[config.mk]
export PLATFORM = sky130hd
export DESIGN_NAME = audio_pcm_mixer
export DESIGN_NICKNAME = d
export VERILOG_FILES = /design/src/rtl/audio_pkg.sv /design/src/rtl/audio_rate_gen.sv /design/src/rtl/audio_pcm_mixer.sv
export SDC_FILE = /design/constraint.sdc
export NUM_CORES = 1
export LEC_CHECK = 0
export ABC_AREA = 1
export BUFFER_PORTS_ARGS = -buffer_cell sky130_fd_sc_hd__buf_4
export CORE_AREA = 2 2 171 173
export CTS_BUF_LIST = sky130_fd_sc_hd__clkbuf_4 sky130_fd_sc_hd__clkbuf_8 sky130_fd_sc_hd__clkbuf_16
export DETAILED_ROUTE_END_ITERATION = 16
export DIE_AREA = 0 0 173 175
export PLACE_DENSITY = 0.72
export SLEW_MARGIN = 20
export SYNTH_ARGS = -nofsm -noshare
export SYNTH_HDL_FRONTEND = slang
export SYNTH_HIERARCHICAL = 1
export SYNTH_SLANG_ARGS = --single-unit
[constraint.sdc]
create_clock -name clk -period 5 [get_ports clk]
set_input_delay 0.75 -clock clk [delete_from_list [all_inputs] [get_ports clk]]
set_output_delay 0.75 -clock clk [all_outputs]
set_load 0.1 [all_outputs]
[src/rtl/audio_pkg.sv]
// Shared types for the APU PCM mixer.
// Holds the sample word types and the output saturation helper.
package audio_pkg;

  localparam int LP_FRAC = 8;
  localparam int PCM_W   = 16;

  typedef logic signed [PCM_W-1:0] pcm_t;

  typedef struct packed {
    pcm_t l;
    pcm_t r;
  } pcm_pair_t;

  function automatic pcm_t sat16(
    input logic signed [17:0] v
  );
    if (v > 18'sd32767)  return 16'sh7fff;
    if (v < -18'sd32768) return 16'sh8000;
    return v[15:0];
  endfunction

endpackage

[src/rtl/audio_rate_gen.sv]
// Fractional phase accumulator producing SAMPLE_HZ ticks from CE_HZ strobes.
// The tick is a registered one-clk pulse, raised only on a ce cycle.
module audio_rate_gen #(
  parameter int CE_HZ     = 4000000,
  parameter int SAMPLE_HZ = 48000
) (
  input  logic clk,
  input  logic reset,
  input  logic ce,
  output logic tick
);

  logic [31:0] phase;
  logic [31:0] nxt;

  assign nxt = phase + 32'(SAMPLE_HZ);

  always_ff @(posedge clk) begin
    if (reset) begin
      phase <= '0;
      tick  <= 1'b0;
    end else if (ce) begin
      if (nxt >= 32'(CE_HZ)) begin
        phase <= nxt - 32'(CE_HZ);
        tick  <= 1'b1;
      end else begin
        phase <= nxt;
        tick  <= 1'b0;
      end
    end else begin
      tick <= 1'b0;
    end
  end

endmodule

[src/rtl/audio_pcm_mixer.sv]
// Low-pass, resample, optional DC-block and valid/ready output of the
// two APU channel level sums as 16-bit signed PCM.
import audio_pkg::*;

module audio_pcm_mixer #(
  parameter int CE_HZ     = 4000000,
  parameter int SAMPLE_HZ = 48000,
  parameter int LP_SHIFT  = 4,
  parameter int DC_SHIFT  = 10
) (
  input  logic              clk,
  input  logic              reset,
  input  logic              ce,
  input  logic [5:0]        CH1,
  input  logic [5:0]        CH2,
  input  logic              mute,
  input  logic              dc_block_en,
  output logic signed [15:0] pcm_l,
  output logic signed [15:0] pcm_r,
  output logic              pcm_valid,
  input  logic              pcm_ready,
  output logic              overrun
);

  logic      tick;
  pcm_t      y [2];
  pcm_pair_t pcm;

  audio_rate_gen #(
    .CE_HZ     (CE_HZ),
    .SAMPLE_HZ (SAMPLE_HZ)
  ) u_rate (
    .clk   (clk),
    .reset (reset),
    .ce    (ce),
    .tick  (tick)
  );

  for (genvar c = 0; c < 2; c++) begin : g_ch
    logic [5:0]         x;
    logic [13:0]        lp;
    logic signed [14:0] d;
    logic signed [17:0] s;
    logic signed [17:0] h;
    logic signed [17:0] s_prev;
    logic signed [17:0] h_prev;

    assign x = (c == 0) ? CH1 : CH2;
    assign d = $signed({1'b0, x, {LP_FRAC{1'b0}}})
             - $signed({1'b0, lp});
    assign s = $signed({3'b000, lp, 1'b0});
    assign h = s - s_prev + h_prev - (h_prev >>> DC_SHIFT);
    assign y[c] = dc_block_en ? sat16(h) : s[15:0];

    always_ff @(posedge clk) begin
      if (reset) begin
        lp <= '0;
      end else if (ce) begin
        lp <= lp + 14'(d >>> LP_SHIFT);
      end
    end

    // Bypass clears the history so re-enabling starts from a clean step.
    always_ff @(posedge clk) begin
      if (reset) begin
        s_prev <= '0;
        h_prev <= '0;
      end else if (tick) begin
        s_prev <= s;
        h_prev <= dc_block_en ? h : '0;
      end
    end
  end

  always_ff @(posedge clk) begin
    if (reset) begin
      pcm       <= '0;
      pcm_valid <= 1'b0;
      overrun   <= 1'b0;
    end else if (tick) begin
      pcm.l     <= mute ? '0 : y[0];
      pcm.r     <= mute ? '0 : y[1];
      pcm_valid <= 1'b1;
      if (pcm_valid && !pcm_ready) overrun <= 1'b1;
    end else if (pcm_ready) begin
      pcm_valid <= 1'b0;
    end
  end

  assign pcm_l = pcm.l;
  assign pcm_r = pcm.r;

endmodule
==> reports/qor.csv <==
stage,metric,value,unit
clock_tree,ctsHoldBuffers,0,
grt,antenna_found_initial,0,
place,dp_cells,2578,
synth,yosysUniqueCellTypes,54,
synth,yosys_register_bits,152,
synth,yosys_warnings,6,
synth,ys.flop_type,dfxtp_1,
timing,slew-limit-headroom,0.289,
floorplanning,die_w,173,um
grt,grt_pass1_wl,61.8,mm
drt,routedWlPerCell,14.1,um
clock_tree,cts_inserted_buffers,17,
timing,worstMarginPinSlew,1.06,ns
synth,avgSynthCellArea,6.41,um^2
place,detailed_place_hpwl,28.1,mm
synth,synth_edf_count,0,
floorplanning,rows,62,
timing,setup_tns,0,ns
timing,setup_viol,0,
hold_path,hp-start,g_ch[0].h_prev[5],
place,place_area,0.0146,mm^2
layout,areaGrowthSynthToFinish,8.59,%
critical_path,startpoint,g_ch[0].lp[0],
floorplanning,dieArea,0.0303,mm^2
critical_path,worstSetupEndpointType,flop,
grt,grt_usage,0.244,
clock_tree,clockBufferDepth,2,
grt,grt-ovfl-total,0,
drt,route.detailed.drc,0,
floorplanning,io_pins,52,
place,place.gp.congestion,0.966,
clock_tree,h-tree-depth,4,
clock_tree,cts_sinks,152,
drt,drt_wl_total,36.8,mm
clock_tree,cts_tree,done,
critical_path,critPathArrivalTime,4.87,ns
layout,final_cells,2611,
timing,clock.fmax,218,MHz
drt,vias,13700,
critical_path,cp_max_fo,14,
synth,synth_seq_area_share,0.216,
floorplanning,die_h,175,um
synth,synthArstFlopShare,0,
timing,post-route-min-period,4.58,ns
run_status,status,finished clean,
drt,dr.first_iter.drc_count,1007,
critical_path,cp-start-kind,flop,
floorplanning,start_util,0.496,
grt,grt_max_degree,86,
clock_tree,cts_resized,0,
flow_run,drv_cap,0,
timing,finalHoldViolCount,0,
layout,fin_area,0.0153,mm^2
clock_tree,cts_setup_buffers,0,
drt,antenna_left,0,
clock_tree,insertion_delay,0.44,ns
grt,grt_pass1_vias,13100,
synth,synth_fp_nets,2353,
drt,viasPerCell,5.25,
clock_tree,cts-root-buf,clkbuf_16,
synth,netlist_area,0.0141,mm^2
synth,netlist_instances,2195,
timing,slew_violations,0,
layout,diodes,0,
critical_path,worst-setup-path-type,flop to flop,
timing,period_share,0.917,
floorplanning,fp.coreArea,0.0284,mm^2
layout,drive_above_1_share,0.0974,
critical_path,required,5.28,ns
critical_path,r2r_start,g_ch[0].lp[0],
layout,nets,2372,
timing,finClkSkew,0.0108,ns
drt,dr.pass1.iters,8,
place,portBuffers,51,
hold_path,holdCritPathClass,flop to flop,
clock_tree,clk_pin_slew_worst_paths,0.07,ns
timing,rsz0062_at_grt,false,
==> cells in the mapped netlist, types with 6 or more instances <==
cell,instances,area share
a21oi_1,237,0.084
a21oi_2,24,0.015
a31oi_1,9,0.0040
clkbuf_1,41,0.011
dfxtp_1,152,0.22
fa_1,38,0.054
ha_1,102,0.091
inv_1,354,0.094
inv_2,13,0.0035
nand2_1,610,0.16
nand2_2,45,0.020
nand2_4,8,0.0064
nand3_1,125,0.044
nand3b_1,6,0.0032
nand4_1,23,0.010
nor2_1,121,0.032
nor2_2,13,0.0058
nor3_1,12,0.0043
o211ai_1,6,0.0032
o21ai_0,100,0.036
o21ai_1,7,0.0025
xnor2_1,28,0.017
xor2_1,49,0.030
==> worst max-delay path, stage by stage, from the launching register on <==
cell     delay, ns
dfxtp_1       0.34
inv_1         0.10
ha_1          0.25
fa_1          0.40
inv_1         0.09
nand2_1       0.06
nand3_2       0.10
a21oi_1       0.10
o21ai_0       0.33
a21oi_1       0.14
xor2_1        0.17
fa_1          0.48
inv_1         0.05
ha_1          0.34
nand2_1       0.10
nor3_1        0.19
and2_1        0.15
nand2_1       0.06
nand2_1       0.07
nand2_1       0.06
nand2_2       0.09
nand2_2       0.08
a21oi_4       0.40
nand2_1       0.12
nand2_1       0.10
a21oi_2       0.05
==> metal layers <==
layer | routed length [um] | GRT usage | up-vias
met2 | 17300 | 0.425 | 316
met3 | 1670 | 0.0298 | 30
met5 | 0 | 0 | -
met1 | 17500 | 0.325 | 6324
li1 | - | - | 7028
met4 | 337 | 0.0487 | 0
==> path summary, 6_finish.rpt <==
check | slack, ns | cells past startpoint | end
min | 0.47 | 2 | g_ch[0].h_prev[5]
max reg2reg | 0.42 | 25 | pcm_l[8]
min reg2reg | 0.47 | 2 | g_ch[0].h_prev[5]
max | 0.42 | 25 | pcm_l[8]
==> registers in the layout, summed over array words and instances (netlist names) <==
register and count:
u_rate/tick 1, g_ch.s_prev 28, g_ch.h_prev 36, pcm_r 16, g_ch.lp 28, pcm_valid 1, pcm_l 16, u_rate/phase 25
overrun 1
==> placed cells by master, fill, tap and decap left out, types with 7 or more instances in the layout <==
master     Yosys  final
nand2_1      610    610
inv_1        354    353
a21oi_1      237    237
dfxtp_1      152    151
nand3_1      125    125
nor2_1       121    121
ha_1         102    102
o21ai_0      100    100
buf_4          1     57
xor2_1        49     49
nand2_2       45     45
fa_1          38     38
xnor2_1       28     28
a21oi_2       24     24
nand4_1       23     23
clkbuf_16      0     17
inv_2         13     13
nor2_2        13     13
nor3_1        12     12
a31oi_1        9      9
nand2_4        8      8
o21ai_1        7      7
==> final cells by class <==
cell class              instances  area (um^2)
clock buffers                  18          439
clock inverters                14          174
fillers                      2826        13100
inverters                     368         1380
multi-input cells            1617         9310
flip-flops and latches        152         3040
well taps                     384          480
repair buffers                 58          448
==> stage by stage <==
stage | util | hold slack (ns) | setup slack, ns
3_5_place_dp | 0.516 | 0.455 | 0.356
2_1_floorplan | - | 0.445 | 0.999
4_1_cts | 0.538 | 0.467 | 0.350
3_3_place_gp | 0.516 | 0.452 | 0.547
6_report | 0.538 | 0.467 | 0.417
5_1_grt | 0.538 | 0.480 | 0.0301
==> kinds of logic after synthesis <==
group / share of synthesized area
xor+xnor: 0.0491
buf+inv: 0.122
flops: 0.216
simple gates: 0.307
compound gates: 0.161
fa+ha+maj: 0.145
Power is not shown: default switching activity piles up to over one toggle a cycle in this logic, so the estimate is an artifact.
